==> src/rtl/mem_access_unit.sv <==
// mem_access_unit: sequences load/store requests from the MEM stage onto a word-wide,
// big-endian data RAM (combinational read, posedge write).
// Sub-word stores are performed as read-modify-write. Misaligned or out-of-range
// requests are answered with an error and never touch the RAM.
//
// Ports:
//   i_clk, i_rst             clock, asynchronous active-high reset
//   i_req_valid/o_req_ready  request handshake (ready only while idle)
//   i_req_op                 000 LW, 001 LB, 010 LBU, 011 LH, 100 LHU, 101 SW, 110 SB, 111 SH
//   i_req_addr, i_req_wdata  byte address and store data
//   o_rsp_valid/data/err     one-cycle completion pulse, load result, error flag
//   o_ram_ce/we/addr/wdata   RAM controls, word-aligned address and write word
//   i_ram_rdata              combinational RAM read data
module mem_access_unit #(
   parameter int unsigned ADDR_W     = 32,
   parameter int unsigned DATA_W     = 32,
   parameter int unsigned ADDR_LIMIT = 2048
) (
   input  logic              i_clk,
   input  logic              i_rst,
   input  logic              i_req_valid,
   output logic              o_req_ready,
   input  logic [2:0]        i_req_op,
   input  logic [ADDR_W-1:0] i_req_addr,
   input  logic [DATA_W-1:0] i_req_wdata,
   output logic              o_rsp_valid,
   output logic [DATA_W-1:0] o_rsp_data,
   output logic              o_rsp_err,
   output logic              o_ram_ce,
   output logic              o_ram_we,
   output logic [ADDR_W-1:0] o_ram_addr,
   output logic [DATA_W-1:0] o_ram_wdata,
   input  logic [DATA_W-1:0] i_ram_rdata
);

   localparam logic [2:0] OP_LW  = 3'b000;
   localparam logic [2:0] OP_LB  = 3'b001;
   localparam logic [2:0] OP_LBU = 3'b010;
   localparam logic [2:0] OP_LH  = 3'b011;
   localparam logic [2:0] OP_LHU = 3'b100;
   localparam logic [2:0] OP_SW  = 3'b101;
   localparam logic [2:0] OP_SB  = 3'b110;
   localparam logic [2:0] OP_SH  = 3'b111;

   typedef enum logic [1:0] {StIdle, StRead, StWrite} state_t;

   state_t            r_state;
   logic [2:0]        r_op;
   logic [ADDR_W-1:0] r_addr;
   logic [DATA_W-1:0] r_wdata;
   logic [DATA_W-1:0] r_merge;
   logic              r_rsp_valid;
   logic [DATA_W-1:0] r_rsp_data;
   logic              r_rsp_err;

   logic              w_misaligned;
   logic              w_out_of_range;
   logic [7:0]        w_byte;
   logic [15:0]       w_half;
   logic [DATA_W-1:0] w_load;
   logic [DATA_W-1:0] w_merge;

   // Request checks use the live request so an error can be answered on the next edge.
   always_comb begin
      w_misaligned = 1'b0;
      case (i_req_op)
         OP_LH, OP_LHU, OP_SH: w_misaligned = i_req_addr[0];
         OP_LW, OP_SW:         w_misaligned = |i_req_addr[1:0];
         default:              w_misaligned = 1'b0;
      endcase
   end

   assign w_out_of_range = (i_req_addr >= ADDR_W'(ADDR_LIMIT));

   // Big-endian lanes: byte offset 0 lives in bits [31:24].
   always_comb begin
      w_byte = 8'h00;
      unique case (r_addr[1:0])
         2'd0: w_byte = i_ram_rdata[31:24];
         2'd1: w_byte = i_ram_rdata[23:16];
         2'd2: w_byte = i_ram_rdata[15:8];
         2'd3: w_byte = i_ram_rdata[7:0];
      endcase
      w_half = r_addr[1] ? i_ram_rdata[15:0] : i_ram_rdata[31:16];

      w_load = i_ram_rdata;
      case (r_op)
         OP_LB:   w_load = {{(DATA_W-8){w_byte[7]}}, w_byte};
         OP_LBU:  w_load = {{(DATA_W-8){1'b0}}, w_byte};
         OP_LH:   w_load = {{(DATA_W-16){w_half[15]}}, w_half};
         OP_LHU:  w_load = {{(DATA_W-16){1'b0}}, w_half};
         default: w_load = i_ram_rdata;
      endcase

      w_merge = i_ram_rdata;
      if (r_op == OP_SB) begin
         unique case (r_addr[1:0])
            2'd0: w_merge[31:24] = r_wdata[7:0];
            2'd1: w_merge[23:16] = r_wdata[7:0];
            2'd2: w_merge[15:8]  = r_wdata[7:0];
            2'd3: w_merge[7:0]   = r_wdata[7:0];
         endcase
      end else if (r_addr[1]) begin
         w_merge[15:0] = r_wdata[15:0];
      end else begin
         w_merge[31:16] = r_wdata[15:0];
      end
   end

   always_ff @(posedge i_clk or posedge i_rst) begin
      if (i_rst) begin
         r_state     <= StIdle;
         r_op        <= 3'b000;
         r_addr      <= '0;
         r_wdata     <= '0;
         r_merge     <= '0;
         r_rsp_valid <= 1'b0;
         r_rsp_data  <= '0;
         r_rsp_err   <= 1'b0;
      end else begin
         r_rsp_valid <= 1'b0;
         r_rsp_err   <= 1'b0;
         case (r_state)
            StIdle: begin
               if (i_req_valid) begin
                  r_op    <= i_req_op;
                  r_addr  <= i_req_addr;
                  r_wdata <= i_req_wdata;
                  if (w_misaligned || w_out_of_range) begin
                     r_rsp_valid <= 1'b1;
                     r_rsp_err   <= 1'b1;
                     r_rsp_data  <= '0;
                  end else if (i_req_op == OP_SW) begin
                     r_state <= StWrite;
                  end else begin
                     r_state <= StRead;
                  end
               end
            end
            StRead: begin
               if (r_op == OP_SB || r_op == OP_SH) begin
                  r_merge <= w_merge;
                  r_state <= StWrite;
               end else begin
                  r_rsp_valid <= 1'b1;
                  r_rsp_data  <= w_load;
                  r_state     <= StIdle;
               end
            end
            StWrite: begin
               r_rsp_valid <= 1'b1;
               r_rsp_data  <= '0;
               r_state     <= StIdle;
            end
            default: r_state <= StIdle;
         endcase
      end
   end

   assign o_req_ready = (r_state == StIdle);
   assign o_rsp_valid = r_rsp_valid;
   assign o_rsp_data  = r_rsp_data;
   assign o_rsp_err   = r_rsp_err;
   assign o_ram_ce    = (r_state != StIdle);
   assign o_ram_we    = (r_state == StWrite);
   assign o_ram_addr  = {r_addr[ADDR_W-1:2], 2'b00};
   assign o_ram_wdata = (r_state != StWrite) ? '0 : (r_op == OP_SW) ? r_wdata : r_merge;

endmodule

==> config.mk <==
export PLATFORM = sky130hd
export DESIGN_NAME = mem_access_unit
export DESIGN_NICKNAME = d
export VERILOG_FILES = /design/src/rtl/mem_access_unit.sv
export SDC_FILE = /design/constraint.sdc
export NUM_CORES = 1
export LEC_CHECK = 0
export ABC_CLOCK_PERIOD_IN_PS = 8800
export BUFFER_PORTS_ARGS = -buffer_cell sky130_fd_sc_hd__buf_2
export CAP_MARGIN = 20
export CORE_UTILIZATION = 40
export DETAILED_ROUTE_END_ITERATION = 10
export GPL_ROUTABILITY_DRIVEN = 0
export PLACE_DENSITY_LB_ADDON = 0.08
export SLEW_MARGIN = 20
export SYNTH_ARGS = -nofsm -noshare
export SYNTH_HDL_FRONTEND = slang
export SYNTH_SLANG_ARGS = --single-unit
==> constraint.sdc <==
create_clock -name i_clk -period 8.8 [get_ports i_clk]
set_clock_uncertainty 0.15 [all_clocks]
set_input_delay 1.76 -clock i_clk [delete_from_list [all_inputs] [get_ports i_clk]]
set_output_delay 1.76 -clock i_clk [all_outputs]
set_load 0.05 [all_outputs]
# After elaboration in Yosys (flattened, before gate mapping)
# Index checks and enable logic that the tools add are counted.
totals:
  mem_bits_ro: 0
  n_memories: 0
  mem_bits_rw: 0
  word_cells: 71
  inputBits: 102
  latch_bits: 0
  register_bits: 135
  output_inout_bits: 101
op_classes:
  div: 0
  shift: 0
  mul: 0
  reduce_logical: 14
  n_mux: 27
  n_addsub: 0
  eq_ne: 21
  bitwise_logic: 0
  n_lt_le_gt_ge: 1
op_table:
  columns: ["operator", "n"]
  rows:
  - ["$mux W32", 6]
  - ["$pmux W32 S4", 1]
  - ["$pmux W32 S3", 1]
  - ["$mux W16", 3]
  - ["$ge A32 B12 Y1 const B", 1]
  - ["$mux W8", 4]
  - ["$pmux W8 S4", 1]
  - ["$eq A3 B3 Y1 const B", 7]
  - ["$eq A3 B2 Y1 const B", 3]
  - ["$mux W2", 4]
  - ["$ne A2 B2 Y1 const B", 4]
  - ["$eq A2 B2 Y1 const B", 3]
  - ["$reduce_and A2 Y1", 3]
  - ["$eq A2 B1 Y1 const B", 2]
  - ["$logic_not A2 Y1", 2]
  - ["$mux W1", 4]
  - ["$pmux W2 S2", 1]
  - ["$reduce_and A4 Y1", 1]
  - ["$reduce_or A2 Y1", 2]
  - ["$eq A3 B1 Y1 const B", 1]
  - ["$logic_not A3 Y1", 1]
  - ["$pmux W1 S3", 1]
  - ["$reduce_bool A3 Y1", 1]
  - ["$reduce_or A3 Y1", 1]
  - ["4 further kinds", 5]

# Depth between registers and ports, before layout
depth:
  depth_word: 7
  depth_mapped: 7

# Worst setup path before layout
# No wires, ideal clock.
synth_path:
  kind: "flip-flop to output port"
  start: "register r_op[2]"
  end: "output port o_ram_wdata[10]"
  path_buffers: 3
  stages_incl_launch_ff: 7
  t_arrival_ns: 2.035
  required_ns: 6.890
  setup_slack_ns: 4.855
  path_cell_list: "dfrtp_1 buf_2 and3_1 clkbuf_1 clkbuf_1 nand2_1 a21oi_1"
synth_between:
  elab_chain_len: 3
synth_lines:
  columns: ["item", "line", "text"]
  rows:
  - ["start: declaration", "48", "logic [2:0] r_op;"]
  - ["start signal: assignment", "126", "r_op <= i_req_op;"]
  - ["$eq A3 B3 Y1", "167", "assign o_ram_wdata = (r_state != StWrite) ? '0 : (r_op == OP_SW) ? r_wdata : r_merge;"]
  - ["$mux W32 (2 in a row)", "167", null]
  - ["end: declaration", "32", "output logic [DATA_W-1:0] o_ram_wdata,"]
# Every way passes these cells.

# Worst setup path after layout
layout_path:
  start: "register r_op[1]"
  end: "output port o_ram_wdata[29]"
# The elaborated chain is that of the path after synthesis.

==> run metrics <==
most used cells in the layout excluding fill and tap cells=buf_2, dfrtp_1, nand2_1; total negative slack for setup checks=0 ns; adder-cell share of the synthesized area=0%; slowest cell on the critical path=dfrtp_1; relative contribution of the clock network to total power=43.8%; CP peak stage delay=0.68 ns; count of flip-flops with a built-in enable after synthesis=0; synthesized area per cell=9.77 µm²; total of hold buffers inserted after clock tree synthesis=0; setup repair after global routing missed its margin=false; number of pins exceeding their max-slew limit in the final report=0; Period minus WS final=4.32 ns; largest voltage drop on the vdd net=132 µV; proportion of register bits with asynchronous set or reset after synthesis=100%; starting utilization of the core area=41.0%; Max Cap Violations=0; Clock transition at path regs=0.06 ns; antenna diode count=0; Setup crit end kind=primary output; area share of and/or/nand/nor cells after synthesis=11.5%; number of gates resized after CTS=0; Fmax achieved=231 MHz; Seq pwr share=40.4%; Die Span X=135 µm; Final Hold Violating Endpoints=0; CTS Sinks=135; GRT Resource Usage Total=22.8%; synthesis warning total=0; DPL Wire Length=15.2 mm; first-pass GRT wire length=31.3 mm; class of the tightest hold or removal check=reg -> reg; internal power=1.22 mW; commonest non-fill, non-tap cell in the layout=buf_2; via count of the first global-routing pass=5683; largest cells by area after synthesis=dfrtp_1, mux2_2, mux2i_1; Clk Tree Root Cell=clkbuf_16; CTS tree=yes; I/O Buffers=200; CTS max path bufs=2; count of nets left with antenna violations after detail routing=0; portion of netlist area occupied by mux cells=18.3%; slew margin rel.=32.6%; Post-Syn Area=7090 µm²; area added between synthesis and finish=21.3%; switching share of total power=27.5%; post-route total power=1.69 mW; cell breakdown of the critical path=inv_1 -> nand3_1 -> buf_4 -> nand2_1 -> a21oi_1 -> buf_2; Finished Cell Area=8600 µm²; fraction of synthesized cell area in xor and xnor cells=0.370%; Fill cells=1685; pin count of the biggest net entering global routing=71; largest family of logic cells by synthesized area=multiplexers; FF+latch count, synth=135; routed length per instance=18.4 µm; Post-route DRC=0; Cell Area, Placed=7990 µm²; die outline height=135 µm; leftover overflow at the end of global routing=0; H-Tree Level Count=4; initial antenna violation count=0; share of post-route cells with drive strength above 1=35.1%; top-area cell type share of the netlist area=47.6%; Post-CTS Setup Inserts=0; critical path launch point type=flip-flop; switching component of the power=0.465 mW; slew at the pin with the worst max-slew slack=1.01 ns; Nets=977; DRC violation total after the first TritonRoute iteration=312; DIE AREA=18300 µm²; prevailing post-synth register cell=dfrtp_1; length of the first detailed-routing pass in iterations=5; data arrival time of the critical path=2.41 ns; site row count=48; category of the most critical setup path=reg -> out; Leak Pwr=4.41 nW; top-level port count=203; Worst Path Required=6.89 ns; core outline area=17300 µm²; Tcrit/Tclk final=49.1%; Setup Viol. Count Final=0; combinational share of power=15.7%; Num CTS Buffers=17; largest fanout on the critical path=32; total power per unit cell area=196 nW/µm²; cell type with the highest aggregate area in the netlist=dfrtp_1; Hold Slack=0.332 ns; outcome=finished clean; synthesized netlist cell count=726; via count=5847; aggregate routed wire length=20.4 mm; sequential element share of the synthesized area=47.6%; share of the synthesized area in compound gates (AO/OA/AOI/OAI)=13.2%; via density per instance=5.26; clock insertion delay at the later pin of the skew report=0.43 ns; Unique masters post-synth=47
## worst max-delay path: cells and delay by family (launching register included)
family | cells | cell delay [ns]
buf+inv | 3 | 0.84
flops | 1 | 0.68
simple gates | 2 | 0.26
compound gates | 1 | 0.18
## final timing paths
path	start	to	slack (ns)	depth (start not counted)
worst max-delay path	r_op[1]	o_ram_wdata[29]	4.48	6
worst min-delay path	r_addr[10]	r_addr[10]	0.33	1
worst max register to register	r_state[0]	r_wdata[10]	5.96	4
worst min register to register	r_addr[10]	r_addr[10]	0.33	1
max in group asynchronous	i_rst	r_wdata[9]	5.89	3
min in group asynchronous	i_rst	r_addr[14]	1.27	2
## final cells by class
type / count / area [µm²] / area share [%]
Tap cell: 225 / 282 / 3.27
Sequential cell: 135 / 3380 / 39.3
Clock buffer: 23 / 498 / 5.79
Inverter: 40 / 155 / 1.80
Multi-Input combinational cell: 473 / 3090 / 35.9
Clock inverter: 8 / 119 / 1.38
Timing Repair Buffer: 208 / 1080 / 12.6
## power groups by stage
stage,registers [mW],logic (mW),clock network [mW]
after floorplan,0.680,0.214,0
after global placement,0.691,0.261,0
after detailed placement,0.693,0.267,0
after CTS,0.682,0.268,0.753
after global routing,0.687,0.288,0.778
final,0.683,0.266,0.740
## cell usage after synthesis (2+ instances only)
cell,n
nor2_2,2
inv_1,39
or2_2,2
mux2i_1,55
o22ai_1,16
dfrtp_1,135
mux2_2,56
nor2b_1,8
nand2b_1,4
a21oi_1,51
nand3_1,3
xnor2_1,2
nor3_1,4
nor2_1,34
nor3b_1,2
clkbuf_1,32
o21ai_0,60
buf_12,3
nand2_1,112
o21a_1,6
mux2_1,9
nor4_1,3
o21ai_1,6
o221ai_1,15
buf_4,33
and2_1,3
buf_2,10
and3_1,2
## cell families (layout without fill, tap and decap cells)
logic type             after synthesis  count (layout)
multiplexers                       121             121
AND/OR/NAND/NOR                    186             186
other                                1               2
XOR/XNOR                             3               3
flip-flops                         135             135
AO/OA/AOI/OAI                      161             161
buffers and inverters              119             279
## state kept, by name, summed over array words and instances (netlist names)
signal / cells
o_rsp_data: 32
o_rsp_err: 1
o_rsp_valid: 1
r_addr: 32
r_merge: 32
r_op: 3
r_state: 2
r_wdata: 32
## through the flow
step / setup slack, ns / util (%) / instances
floorplan: 3.28 / - / 727
detailed placement: 4.64 / 46.2 / 1081
global route: 4.34 / 49.7 / 1112
global placement: 4.70 / 46.0 / 1080
finish: 4.48 / 49.7 / 1112
CTS: 4.45 / 49.7 / 1112
## layer usage
metal	vias up	wire length, µm	GRT usage, %
li1	2757	-	-
met1	2832	9200	31.3
met2	238	9460	35.2
met3	20	1490	5.50
met4	0	285	7.80
met5	-	0	0
Power figures use the tool's default switching activity.
